## src/rtl/load_store_unit_if.sv

```systemverilog
// ----------------------------------------------------------------------------
// load_store_unit_if
// Pipeline-side bus of the load/store unit: a valid/ready request channel from
// the execute/memory stage and a single-cycle response channel for writeback.
//
// Signals
//   req_valid   pipeline presents a memory op
//   req_ready   unit can accept an op (idle)
//   req_write   1 = store, 0 = load
//   req_funct3  RV32I load/store funct3
//   req_addr    effective byte address
//   req_wdata   store data, right-justified
//   req_rd      destination register tag
//   resp_valid  one-cycle completion pulse
//   resp_rdata  extended load data (0 for stores and faults)
//   resp_rd     echoed destination register tag
//   resp_fault  op rejected without a memory access
//
// Modports: master = pipeline, slave = load/store unit.
// ----------------------------------------------------------------------------
interface load_store_unit_if;
    logic        req_valid;
    logic        req_ready;
    logic        req_write;
    logic [2:0]  req_funct3;
    logic [31:0] req_addr;
    logic [31:0] req_wdata;
    logic [4:0]  req_rd;
    logic        resp_valid;
    logic [31:0] resp_rdata;
    logic [4:0]  resp_rd;
    logic        resp_fault;

    modport master (
        output req_valid, req_write, req_funct3, req_addr, req_wdata, req_rd,
        input  req_ready, resp_valid, resp_rdata, resp_rd, resp_fault
    );

    modport slave (
        input  req_valid, req_write, req_funct3, req_addr, req_wdata, req_rd,
        output req_ready, resp_valid, resp_rdata, resp_rd, resp_fault
    );
endinterface

```

## src/rtl/load_store_unit.sv

```systemverilog
// ----------------------------------------------------------------------------
// load_store_unit
// Memory-stage load/store unit for the RV32I core. Accepts one op at a time,
// rejects illegal funct3, misaligned and out-of-range accesses, drives the
// byte-lane data BRAM (registered 1-cycle read) and returns sign/zero-extended
// load data as a registered single-cycle response.
//
// Ports
//   clk         clock, rising edge
//   reset       synchronous active-high reset
//   lsu         pipeline request/response bus (slave side)
//   mem_write   BRAM write strobe (only in the access cycle of a legal store)
//   mem_funct3  latched funct3 for the BRAM lane logic
//   mem_addr    latched byte address
//   mem_din     latched store data, unmodified
//   mem_dout    BRAM read data, lane k = byte at mem_addr + k
// ----------------------------------------------------------------------------
module load_store_unit #(
    parameter int unsigned ADDR_WIDTH = 11
) (
    input  logic                  clk,
    input  logic                  reset,
    load_store_unit_if.slave      lsu,
    output logic                  mem_write,
    output logic [2:0]            mem_funct3,
    output logic [ADDR_WIDTH-1:0] mem_addr,
    output logic [31:0]           mem_din,
    input  logic [31:0]           mem_dout
);

    typedef enum logic [1:0] {StIdle, StAccess, StCapture, StResp} state_e;

    state_e state_q, state_d;

    logic                  write_q;
    logic [2:0]            funct3_q;
    logic [ADDR_WIDTH-1:0] addr_q;
    logic [31:0]           wdata_q;
    logic [4:0]            rd_q;
    logic [31:0]           resp_rdata_q;
    logic                  resp_fault_q;
    logic [4:0]            resp_rd_q;

    logic        transfer;
    logic        illegal;
    logic        misaligned;
    logic        out_of_range;
    logic        req_fault;
    logic [31:0] load_data;

    assign transfer = lsu.req_valid && (state_q == StIdle);

    // Fault evaluation on the incoming request (used only at transfer).
    always_comb begin
        illegal      = 1'b0;
        misaligned   = 1'b0;
        out_of_range = |lsu.req_addr[31:ADDR_WIDTH];
        case (lsu.req_funct3)
            3'b000:         illegal = 1'b0;
            3'b001:         misaligned = lsu.req_addr[0];
            3'b010:         misaligned = |lsu.req_addr[1:0];
            3'b100:         illegal = lsu.req_write;
            3'b101: begin
                illegal    = lsu.req_write;
                misaligned = lsu.req_addr[0];
            end
            default:        illegal = 1'b1;
        endcase
        req_fault = illegal || misaligned || out_of_range;
    end

    // Load formatting of the BRAM word, indexed by the latched funct3.
    always_comb begin
        load_data = mem_dout;
        case (funct3_q)
            3'b000:  load_data = {{24{mem_dout[7]}}, mem_dout[7:0]};
            3'b100:  load_data = {24'h0, mem_dout[7:0]};
            3'b001:  load_data = {{16{mem_dout[15]}}, mem_dout[15:0]};
            3'b101:  load_data = {16'h0, mem_dout[15:0]};
            default: load_data = mem_dout;
        endcase
    end

    // State register.
    always_ff @(posedge clk) begin
        if (reset) begin
            state_q <= StIdle;
        end else begin
            state_q <= state_d;
        end
    end

    // Next-state logic.
    always_comb begin
        state_d = state_q;
        case (state_q)
            StIdle: begin
                if (transfer) begin
                    state_d = req_fault ? StResp : StAccess;
                end
            end
            StAccess:  state_d = write_q ? StResp : StCapture;
            StCapture: state_d = StResp;
            StResp:    state_d = StIdle;
            default:   state_d = StIdle;
        endcase
    end

    // Outputs. The reset gate on mem_write kills a store aborted mid-access.
    always_comb begin
        lsu.req_ready  = (state_q == StIdle);
        lsu.resp_valid = (state_q == StResp);
        mem_write      = (state_q == StAccess) && write_q && !reset;
    end

    // Request latches and response registers. Response registers are only
    // written on the edge that enters StResp, so they hold between responses.
    always_ff @(posedge clk) begin
        if (reset) begin
            write_q      <= 1'b0;
            funct3_q     <= 3'b000;
            addr_q       <= '0;
            wdata_q      <= 32'h0;
            rd_q         <= 5'd0;
            resp_rdata_q <= 32'h0;
            resp_fault_q <= 1'b0;
            resp_rd_q    <= 5'd0;
        end else begin
            if (transfer) begin
                write_q  <= lsu.req_write;
                funct3_q <= lsu.req_funct3;
                addr_q   <= lsu.req_addr[ADDR_WIDTH-1:0];
                wdata_q  <= lsu.req_wdata;
                rd_q     <= lsu.req_rd;
                if (req_fault) begin
                    resp_rdata_q <= 32'h0;
                    resp_fault_q <= 1'b1;
                    resp_rd_q    <= lsu.req_rd;
                end
            end
            if (state_q == StAccess && write_q) begin
                resp_rdata_q <= 32'h0;
                resp_fault_q <= 1'b0;
                resp_rd_q    <= rd_q;
            end
            if (state_q == StCapture) begin
                resp_rdata_q <= load_data;
                resp_fault_q <= 1'b0;
                resp_rd_q    <= rd_q;
            end
        end
    end

    assign mem_funct3     = funct3_q;
    assign mem_addr       = addr_q;
    assign mem_din        = wdata_q;
    assign lsu.resp_rdata = resp_rdata_q;
    assign lsu.resp_fault = resp_fault_q;
    assign lsu.resp_rd    = resp_rd_q;

endmodule

```

## src/flat_wrapper.sv

```systemverilog
// flat-port wrapper written by rule: the top's interface ports become plain ports
module load_store_unit_flat 
#(
    parameter int unsigned ADDR_WIDTH = 11
)
  (clk, reset, mem_write, mem_funct3, mem_addr, mem_din, mem_dout, lsu_req_valid, lsu_req_write, lsu_req_funct3, lsu_req_addr, lsu_req_wdata, lsu_req_rd, lsu_req_ready, lsu_resp_valid, lsu_resp_rdata, lsu_resp_rd, lsu_resp_fault);
  load_store_unit_if lsu_i ();
  input  logic clk;
  input  logic reset;
  output logic mem_write;
  output logic [2:0] mem_funct3;
  output logic [ADDR_WIDTH-1:0] mem_addr;
  output logic [31:0] mem_din;
  input  logic [31:0] mem_dout;
  input wire logic [$bits(lsu_i.req_valid)-1:0] lsu_req_valid;
  input wire logic [$bits(lsu_i.req_write)-1:0] lsu_req_write;
  input wire logic [$bits(lsu_i.req_funct3)-1:0] lsu_req_funct3;
  input wire logic [$bits(lsu_i.req_addr)-1:0] lsu_req_addr;
  input wire logic [$bits(lsu_i.req_wdata)-1:0] lsu_req_wdata;
  input wire logic [$bits(lsu_i.req_rd)-1:0] lsu_req_rd;
  output wire logic [$bits(lsu_i.req_ready)-1:0] lsu_req_ready;
  output wire logic [$bits(lsu_i.resp_valid)-1:0] lsu_resp_valid;
  output wire logic [$bits(lsu_i.resp_rdata)-1:0] lsu_resp_rdata;
  output wire logic [$bits(lsu_i.resp_rd)-1:0] lsu_resp_rd;
  output wire logic [$bits(lsu_i.resp_fault)-1:0] lsu_resp_fault;
  assign lsu_i.req_valid = lsu_req_valid;
  assign lsu_i.req_write = lsu_req_write;
  assign lsu_i.req_funct3 = lsu_req_funct3;
  assign lsu_i.req_addr = lsu_req_addr;
  assign lsu_i.req_wdata = lsu_req_wdata;
  assign lsu_i.req_rd = lsu_req_rd;
  assign lsu_req_ready = lsu_i.req_ready;
  assign lsu_resp_valid = lsu_i.resp_valid;
  assign lsu_resp_rdata = lsu_i.resp_rdata;
  assign lsu_resp_rd = lsu_i.resp_rd;
  assign lsu_resp_fault = lsu_i.resp_fault;
  load_store_unit #(.ADDR_WIDTH(ADDR_WIDTH)) u_core (.clk(clk), .reset(reset), .lsu(lsu_i), .mem_write(mem_write), .mem_funct3(mem_funct3), .mem_addr(mem_addr), .mem_din(mem_din), .mem_dout(mem_dout));
endmodule
```

## config.mk

```make
export PLATFORM = sky130hd
export DESIGN_NAME = load_store_unit_flat
export DESIGN_NICKNAME = d
export VERILOG_FILES = /design/src/rtl/load_store_unit_if.sv /design/src/rtl/load_store_unit.sv /design/src/flat_wrapper.sv
export SDC_FILE = /design/constraint.sdc
export NUM_CORES = 1
export LEC_CHECK = 0
export CORE_MARGIN = 5
export CORE_UTILIZATION = 43
export CTS_BUF_LIST = sky130_fd_sc_hd__clkbuf_4 sky130_fd_sc_hd__clkbuf_8 sky130_fd_sc_hd__clkbuf_16
export CTS_CLUSTER_SIZE = 40
export DETAILED_ROUTE_END_ITERATION = 16
export HOLD_SLACK_MARGIN = 0.05
export PLACE_DENSITY = 0.86
export SYNTH_ARGS = -nofsm -noshare
export SYNTH_HDL_FRONTEND = slang
export SYNTH_SLANG_ARGS = --single-unit
export TNS_END_PERCENT = 30
```

## constraint.sdc

```tcl
create_clock -name clk -period 4.6 [get_ports clk]
set_input_delay 0.46 -clock clk [delete_from_list [all_inputs] [get_ports clk]]
set_output_delay 0.46 -clock clk [all_outputs]
set_load 0.01 [all_outputs]
```

==> impl_metrics.py, run 1 <==
metrics = {
    "setup_path": {
        "critPathArrivalTime_ns": 3.08,
        "crit_type": "reg2reg",
        "path_max_fanout": 23,
        "endpoint_kind": "flip-flop",
        "required_ns": 4.87,
        "startpoint_type": "flip-flop",
    },
    "floorplan": {
        "die_h_um": 103,
        "top_level_ports": 195,
        "coreArea_um2": 8590,
        "die_area_um2": 10600,
        "initial_core_util": 0.434,
        "die_x_um": 103,
        "rows": 34,
    },
    "global_routing": {
        "grt_pass1_vias": 3709,
        "grt_max_degree": 99,
        "grt_use_met1": 0.244,
        "grt_antenna_before_repair": 0,
        "overflow": 0,
        "top_usage_layer": "met2",
        "grtUsageMet2": 0.352,
        "track_usage": 0.206,
        "grt_util_met3": 0.0604,
        "grt_pass1_wl_um": 17500,
    },
    "layout": {
        "final_nets": 757,
        "multi_input_area_um2": 1690,
        "drive_gt1_frac": 0.0400,
        "fill_cells": 699,
        "n_antenna_cell": 0,
        "regArea_um2": 1840,
        "synthToLayoutAreaGrowth_pct": 56.5,
        "stdcell_count": 758,
    },
    "detailed_routing": {
        "antenna_left": 0,
        "drt-vias-per-instance": 5.11,
        "detail_route.iter0.violations": 166,
        "wl_per_cell_um": 14.9,
        "wl_um": 11300,
        "first_pass_iters": 4,
        "drc": 0,
        "vias": 3876,
    },
    "synthesis": {
        "synth_fp_nets": 587,
        "yosysUniqueCellTypes": 34,
        "synth.cell_area_um2": 3730,
        "synth_seq_area_share": 0.493,
        "synth_seq_cells": 92,
        "syn_inst": 475,
        "syn_avg_cell_area_um2": 7.86,
        "yosysWarnings": 0,
    },
    "sta": {
        "post-route-period-util": 0.613,
        "skew_ns": 0.0136,
        "min_period_ns": 2.82,
        "setup_tns_ns": 0,
        "final_max_slew_viol_count": 0,
        "final-setup-viol-count": 0,
        "fmax_ghz": 0.355,
        "rsz0062_at_grt": "no",
        "timing.final.hold_violations": 0,
        "worst_pin_slew_ns": 0.979,
        "maxSlewHeadroom": 0.348,
    },
    "place": {
        "gp_congestion": 0.750,
        "dpl.hpwl_um": 8230,
        "dp_cells": 742,
        "portBuffers": 194,
    },
    "job": {
        "cap_violations": 0,
    },
    "cts": {
        "ctsHtreeMaxLevel": 3,
        "ctsResizeCount": 0,
        "ctsHoldBuffers": 0,
        "cts_tree": "built",
        "cts_setup_buffers": 0,
        "clockRootBuffer": "clkbuf_8",
        "cts.sinks": 92,
        "insertion_delay_ns": 0.35,
        "numCtsBuffers": 9,
        "clockBufferDepth": 2,
        "clkTransAtPathRegs_ns": 0.09,
    },
    "power_and_ir_drop": {
        "p_total_mw": 2.73,
        "power.leakage_nw": 2.07,
        "power_density_nw_per_um2": 467,
        "vdd_drop_max_uv": 299,
    },
    "hold_path": {
        "hp-class": "reg2reg",
    },
    "status": {
        "status": "complete, no violations",
    },
}
[power by group]
group	internal [mW]	switching (mW)
registers	0.973	0.118
logic	0.537	0.562
clock network	0.257	0.280
[state kept, by name, indices dropped and copies added, names as in the netlist]
| register | flops |
|---|---|
| u_core.write_q | 1 |
| u_core.lsu.resp_fault | 1 |
| u_core.mem_funct3 | 3 |
| u_core.lsu.resp_rdata | 32 |
| u_core.mem_addr | 11 |
| u_core.lsu.resp_rd | 5 |
| u_core.mem_din | 32 |
| u_core.rd_q | 5 |
| u_core.state_q | 2 |
[synth_stat cells]
library cell  number  share of area
nor2_1             5         0.0050
and2_2             1         0.0020
buf_2              5         0.0067
o31ai_1            5          0.010
and4_1             1         0.0023
inv_1              4         0.0040
nand3_1            1         0.0013
a21oi_1           69          0.092
buf_1              5         0.0050
nor4_1             3         0.0050
clkbuf_1          22          0.022
nor3_1             1         0.0013
and2_1             1         0.0017
nor2b_1            5         0.0084
a31oi_1           16          0.027
a22oi_1           16          0.032
dfxtp_1           92           0.49
or4b_1             1         0.0027
nor4_2             1         0.0034
o22a_1             1         0.0023
buf_6              5          0.015
a21oi_2            1         0.0023
nand2b_1           1         0.0017
buf_4              1         0.0020
a211oi_1           2         0.0040
or2_0              1         0.0017
nand4_1            1         0.0017
ha_1               4          0.013
o21ai_0           33          0.044
o21a_1             1         0.0020
and4bb_1           1         0.0034
mux2i_1            6          0.016
nand2_1          162           0.16
o21ai_1            1         0.0013
[path summary, 6_finish.rpt]
path	startpoint	to	slack [ns]	cells past startpoint
max reg2reg	u_core.state_q[0]$_SDFFE_PP0P_	u_core.lsu.resp_rdata[25]$_SDFFE_PP0P_	1.78	7
max	u_core.state_q[0]$_SDFFE_PP0P_	u_core.lsu.resp_rdata[25]$_SDFFE_PP0P_	1.78	7
min	u_core.mem_addr[9]$_SDFFE_PP0P_	u_core.mem_addr[9]$_SDFFE_PP0P_	0.46	2
min reg2reg	u_core.mem_addr[9]$_SDFFE_PP0P_	u_core.mem_addr[9]$_SDFFE_PP0P_	0.46	2
[layout by cell type (no fill, tap or decap), types with 2 or more instances in the layout]
master / n
dfxtp_1: 92
mux2i_1: 6
o21ai_0: 33
inv_1: 4
clkbuf_8: 9
a21oi_1: 69
a22oi_1: 16
ha_1: 4
nand2_1: 161
nor2_1: 4
nor4_1: 3
and2_2: 2
o31ai_1: 5
clkdlybuf4s50_1: 193
clkinv_2: 2
clkinv_4: 2
nor2b_1: 5
buf_4: 4
a31oi_1: 16
a211oi_1: 2
[cell type report]
type	instances	share of cell area
clock inverter	6	0.0111
timing repair buffer	197	0.336
inverter	4	0.00257
tap	108	0.0231
sequential	92	0.315
multi-input combinational	341	0.290
clock buffer	10	0.0225
[per-stage QoR]
step / setup slack [ns] / util / instance area, um2 / hold slack (ns)
CTS: 1.77 / 0.680 / 5840 / 0.457
finish: 1.78 / 0.680 / 5840 / 0.456
floorplan: 2.78 / - / 3730 / 0.436
global placement: 1.86 / 0.657 / 5650 / 0.441
global route: 1.55 / 0.680 / 5840 / 0.475
detailed placement: 1.76 / 0.657 / 5650 / 0.446
[worst max-delay path, cell delays in order (launching register included)]
cell	delay (ns)
dfxtp_1	0.40
inv_1	0.09
ha_1	0.44
a21oi_2	0.46
and4bb_1	0.77
buf_4	0.33
nand2_1	0.07
a31oi_1	0.17
[layer usage]
metal,vias up,wire [um]
met3,24,988
li1,1945,-
met5,-,0
met4,0,241
met1,1756,4510
met2,151,5560
[logic make-up (layout without fill, tap and decap cells)]
family | Yosys count | after routing | share of synthesized area
buffers and inverters | 42 | 217 | 0.0550
flip-flops | 92 | 92 | 0.493
AND/OR/NAND/NOR | 186 | 186 | 0.204
AO/OA/AOI/OAI | 145 | 145 | 0.218
multiplexers | 6 | 6 | 0.0161
adder cells (fa/ha/maj) | 4 | 4 | 0.0134
Power figures use the tool's default switching activity.
==> inputs of run 2 (changes only) <==
--- a/config.mk
+++ b/config.mk
@@ -6,12 +6,12 @@
 export NUM_CORES = 1
 export LEC_CHECK = 0
 export CORE_MARGIN = 5
-export CORE_UTILIZATION = 43
+export CORE_UTILIZATION = 36
 export CTS_BUF_LIST = sky130_fd_sc_hd__clkbuf_4 sky130_fd_sc_hd__clkbuf_8 sky130_fd_sc_hd__clkbuf_16
 export CTS_CLUSTER_SIZE = 40
 export DETAILED_ROUTE_END_ITERATION = 16
 export HOLD_SLACK_MARGIN = 0.05
-export PLACE_DENSITY = 0.86
+export PLACE_DENSITY = 0.77
 export SYNTH_ARGS = -nofsm -noshare
 export SYNTH_HDL_FRONTEND = slang
 export SYNTH_SLANG_ARGS = --single-unit
==> constraint.sdc (replaced) <==
create_clock -name clk -period 2.5 [get_ports clk]
set_input_delay 0.25 -clock clk [delete_from_list [all_inputs] [get_ports clk]]
set_output_delay 0.25 -clock clk [all_outputs]
set_load 0.01 [all_outputs]
==> impl_metrics.py, run 2 (same netlist as run 1, synthesis figures left out) <==
metrics = {
    "floorplan": {
        "die_h_um": 112,
        "die_x_um": 112,
        "rows": 37,
        "initial_core_util": 0.365,
        "die_area_um2": 12500,
        "top_level_ports": 195,
        "coreArea_um2": 10200,
    },
    "cts": {
        "numCtsBuffers": 9,
        "cts_setup_buffers": 0,
        "ctsResizeCount": 0,
        "cts_tree": "built",
        "clockRootBuffer": "clkbuf_8",
        "ctsHtreeMaxLevel": 3,
        "cts.sinks": 92,
        "ctsHoldBuffers": 0,
        "insertion_delay_ns": 0.35,
        "clkTransAtPathRegs_ns": 0.09,
        "clockBufferDepth": 2,
    },
    "hold_path": {
        "holdCritStartpoint": "reset",
        "hp-class": "in2reg",
    },
    "place": {
        "gp_congestion": 0.777,
        "dpl.hpwl_um": 8570,
        "place_ws_ns": 0.220,
        "dp_cells": 775,
        "portBuffers": 194,
    },
    "sta": {
        "worst_pin_slew_ns": 0.644,
        "maxSlewHeadroom": 0.571,
        "post-route-period-util": 0.803,
        "timing.final.hold_violations": 0,
        "rsz0062_at_grt": "no",
        "min_period_ns": 2.01,
        "setup_tns_ns": 0,
        "fin_ws_ns": 0.492,
        "final-setup-viol-count": 0,
        "skew_ns": 0.0123,
        "fmax_ghz": 0.498,
        "final_max_slew_viol_count": 0,
    },
    "global_routing": {
        "grt_util_met3": 0.0603,
        "track_usage": 0.177,
        "grt_pass1_wl_um": 18500,
        "grt_max_degree": 63,
        "grt_antenna_before_repair": 0,
        "overflow": 0,
        "grtUsageMet2": 0.313,
        "grt_pass1_vias": 3786,
        "top_usage_layer": "met2",
        "grt_use_met1": 0.200,
    },
    "power_and_ir_drop": {
        "vdd_drop_max_uv": 434,
        "p_total_mw": 4.95,
        "power.leakage_nw": 2.08,
        "power_density_nw_per_um2": 838,
    },
    "layout": {
        "n_antenna_cell": 0,
        "stdcell_count": 791,
        "fill_cells": 939,
        "final_nets": 762,
        "layout_common_cells": "clkdlybuf4s50_1, nand2_1, dfxtp_1",
        "drive_gt1_frac": 0.0473,
        "regArea_um2": 1840,
        "final_common_cell": "clkdlybuf4s50_1",
        "multi_input_area_um2": 1690,
        "synthToLayoutAreaGrowth_pct": 58.1,
    },
    "setup_path": {
        "setup.worst_path.start": "u_core.state_q[0]$_SDFFE_PP0P_",
        "path_max_fanout": 37,
        "r2r_slack_ns": 0.49,
        "critPathArrivalTime_ns": 2.27,
        "r2r_start": "u_core.state_q[0]$_SDFFE_PP0P_",
        "endpoint_kind": "flip-flop",
        "crit_type": "reg2reg",
        "required_ns": 2.77,
        "startpoint_type": "flip-flop",
    },
    "detailed_routing": {
        "wl_um": 11500,
        "vias": 3864,
        "drt-vias-per-instance": 4.88,
        "drc": 0,
        "wl_per_cell_um": 14.5,
        "detail_route.iter0.violations": 163,
        "antenna_left": 0,
        "first_pass_iters": 4,
    },
    "job": {
        "cap_violations": 0,
    },
    "status": {
        "status": "complete, no violations",
    },
}
[run 2: layout make-up]
type	count	share of cell area
Tap cell	136	0.0288
Timing Repair Buffer	202	0.341
Clock inverter	6	0.00699
Inverter	4	0.00254
Sequential cell	92	0.312
Multi-Input combinational cell	341	0.287
Clock buffer	10	0.0223
[run 2: worst paths after layout]
path	cells after the start	endpoint
worst max register to register	8	u_core.lsu.resp_rdata[13]$_SDFFE_PP0P_
worst min register to register	2	u_core.mem_din[4]$_SDFFE_PP0P_
worst min-delay path	2	u_core.mem_din[29]$_SDFFE_PP0P_
worst max-delay path	8	u_core.lsu.resp_rdata[13]$_SDFFE_PP0P_
[run 2: metrics by stage]
stage	hold slack [ns]	area [um2]	util
after floorplan	0.386	3730	-
after global placement	0.441	5730	0.560
after detailed placement	0.446	5730	0.560
after CTS	0.284	5900	0.577
after global routing	0.298	5900	0.577
final	0.304	5900	0.577
[run 2: report_power, final]
part	internal, mW	total, mW	switching [mW]
combinational	1.02	2.06	1.04
sequential	1.79	2.00	0.214
clock	0.371	0.882	0.512
[run 2: per-layer routing]
metal  vias up  wire, um
met3        11       944
met2       127      5720
met1      1762      4650
met5         -         0
met4         0       158
li1       1964         -
[run 2: worst max-delay path, cell delays in order, from the launching register on]
cell      delay (ns)
dfxtp_1         0.40
inv_1           0.09
ha_1            0.23
buf_4           0.21
nand2b_1        0.21
nor2_2          0.11
buf_4           0.34
a22oi_1         0.15
a21oi_1         0.16
==> inputs of run 3 (changes only) <==
--- a/config.mk
+++ b/config.mk
@@ -6,12 +6,12 @@
 export NUM_CORES = 1
 export LEC_CHECK = 0
 export CORE_MARGIN = 5
-export CORE_UTILIZATION = 36
+export CORE_UTILIZATION = 40
 export CTS_BUF_LIST = sky130_fd_sc_hd__clkbuf_4 sky130_fd_sc_hd__clkbuf_8 sky130_fd_sc_hd__clkbuf_16
 export CTS_CLUSTER_SIZE = 40
 export DETAILED_ROUTE_END_ITERATION = 16
 export HOLD_SLACK_MARGIN = 0.05
-export PLACE_DENSITY = 0.77
+export PLACE_DENSITY = 0.81
 export SYNTH_ARGS = -nofsm -noshare
 export SYNTH_HDL_FRONTEND = slang
 export SYNTH_SLANG_ARGS = --single-unit
==> constraint.sdc (replaced) <==
create_clock -name clk -period 2 [get_ports clk]
set_input_delay 0.2 -clock clk [delete_from_list [all_inputs] [get_ports clk]]
set_output_delay 0.2 -clock clk [all_outputs]
set_load 0.01 [all_outputs]
==> impl_metrics.py, run 3 (same netlist as run 1, synthesis figures left out) <==
metrics = {
    "status": {
        "status": "complete, no violations",
    },
    "global_routing": {
        "grt_pass1_wl_um": 18800,
        "overflow": 0,
        "grt_max_degree": 98,
        "track_usage": 0.205,
        "grt_pass1_vias": 3866,
        "grt_antenna_before_repair": 0,
    },
    "layout": {
        "final_common_cell": "clkdlybuf4s50_1",
        "layout_common_cells": "clkdlybuf4s50_1, nand2_1, dfxtp_1",
        "synthToLayoutAreaGrowth_pct": 59.8,
        "n_antenna_cell": 0,
        "stdcell_count": 771,
        "drive_gt1_frac": 0.0530,
        "final_nets": 767,
    },
    "cts": {
        "ctsHoldBuffers": 0,
        "cts_tree": "built",
        "cts_setup_buffers": 0,
        "ctsResizeCount": 0,
        "numCtsBuffers": 9,
        "insertion_delay_ns": 0.36,
        "ctsHtreeMaxLevel": 3,
        "clockRootBuffer": "clkbuf_8",
        "cts.sinks": 92,
        "clkTransAtPathRegs_ns": 0.09,
        "clockBufferDepth": 2,
    },
    "floorplan": {
        "rows": 35,
        "coreArea_um2": 9150,
        "die_x_um": 107,
        "top_level_ports": 195,
        "die_area_um2": 11400,
        "initial_core_util": 0.408,
        "die_h_um": 107,
    },
    "setup_path": {
        "crit_type": "reg2out",
        "endpoint_kind": "output pin",
        "reg2reg_depth": 7,
        "path_max_fanout": 3,
        "cpPeakStageDelay_ns": 0.57,
        "slowest_stage": "clkdlybuf4s50_1",
        "critPathArrivalTime_ns": 1.71,
        "required_ns": 1.80,
        "startpoint_type": "flip-flop",
        "crit_chain": "inv_1 -> ha_1 -> nand2_1 -> nor2_1 -> clkdlybuf4s50_1",
    },
    "sta": {
        "hold_slack_ns": 0.383,
        "worst_pin_slew_ns": 0.409,
        "post-route-period-util": 0.957,
        "fmax_ghz": 0.522,
        "final_max_slew_viol_count": 0,
        "setup_tns_ns": 0,
        "min_period_ns": 1.91,
        "timing.final.hold_violations": 0,
        "skew_ns": 0.0171,
        "final-setup-viol-count": 0,
        "rsz0062_at_grt": "no",
        "maxSlewHeadroom": 0.724,
    },
    "detailed_routing": {
        "wl_um": 12000,
        "wl_per_cell_um": 15.5,
        "detail_route.iter0.violations": 172,
        "vias": 3948,
        "drt-vias-per-instance": 5.12,
        "first_pass_iters": 4,
        "drc": 0,
        "antenna_left": 0,
    },
    "place": {
        "portBuffers": 194,
        "dp_cells": 755,
        "gp_congestion": 0.765,
        "dpl.hpwl_um": 8960,
    },
    "power_and_ir_drop": {
        "p_total_mw": 6.46,
        "vdd_drop_max_uv": 529,
        "power_density_nw_per_um2": 1080,
        "power.leakage_nw": 2.13,
    },
    "hold_path": {
        "hp-class": "in2reg",
        "min_path_cells": 3,
    },
    "job": {
        "cap_violations": 0,
    },
}
==> run 3: cell type report <==
class,instances,area [um2]
fill,775,3190
sequential,92,1840
multi-input combinational,341,1690
clock inverter,5,60.1
clock buffer,11,145
timing repair buffer,207,2070
tap,111,139
inverter,4,15.0
==> run 3: path summary, 6_finish.rpt <==
check                                      endpoint  slack (ns)                           start
max                                       mem_write        0.09  u_core.state_q[1]$_SDFFE_PP0P_
min                 u_core.mem_din[29]$_SDFFE_PP0P_        0.38               lsu_req_wdata[29]
max reg2reg  u_core.lsu.resp_rdata[14]$_SDFFE_PP0P_        0.27  u_core.state_q[0]$_SDFFE_PP0P_
min reg2reg             u_core.rd_q[1]$_SDFFE_PP0P_        0.46     u_core.rd_q[1]$_SDFFE_PP0P_
==> run 3: worst max-delay path: cells and delay by family (launching register included) <==
family | cells | cell delay (ns)
buffers and inverters | 2 | 0.67
AND/OR/NAND/NOR | 2 | 0.18
adder cells (fa/ha/maj) | 1 | 0.19
flip-flops | 1 | 0.34
==> run 3: through the flow <==
step | cell area, um2 | setup slack (ns) | util
2_1_floorplan | 3730 | 0.209 | -
3_3_place_gp | 5760 | -0.108 | 0.629
3_5_place_dp | 5760 | -0.144 | 0.629
4_1_cts | 5970 | 0.0454 | 0.652
5_1_grt | 5970 | 0.0140 | 0.652
6_report | 5970 | 0.0854 | 0.652
==> run 3: power breakdown <==
part           switching (mW)  internal (mW)  total (mW)
logic                    1.34           1.33        2.67
registers               0.267           2.24        2.50
clock network           0.658          0.631        1.29
==> run 3: per-layer routing <==
layer  wire length, um  vias to the layer above  global-route usage
met5                 0                        -                   0
met4               241                        0              0.0731
met3              1110                       21              0.0716
met2              6090                      154               0.375
met1              4520                     1803               0.217
li1                  -                     1970                   -
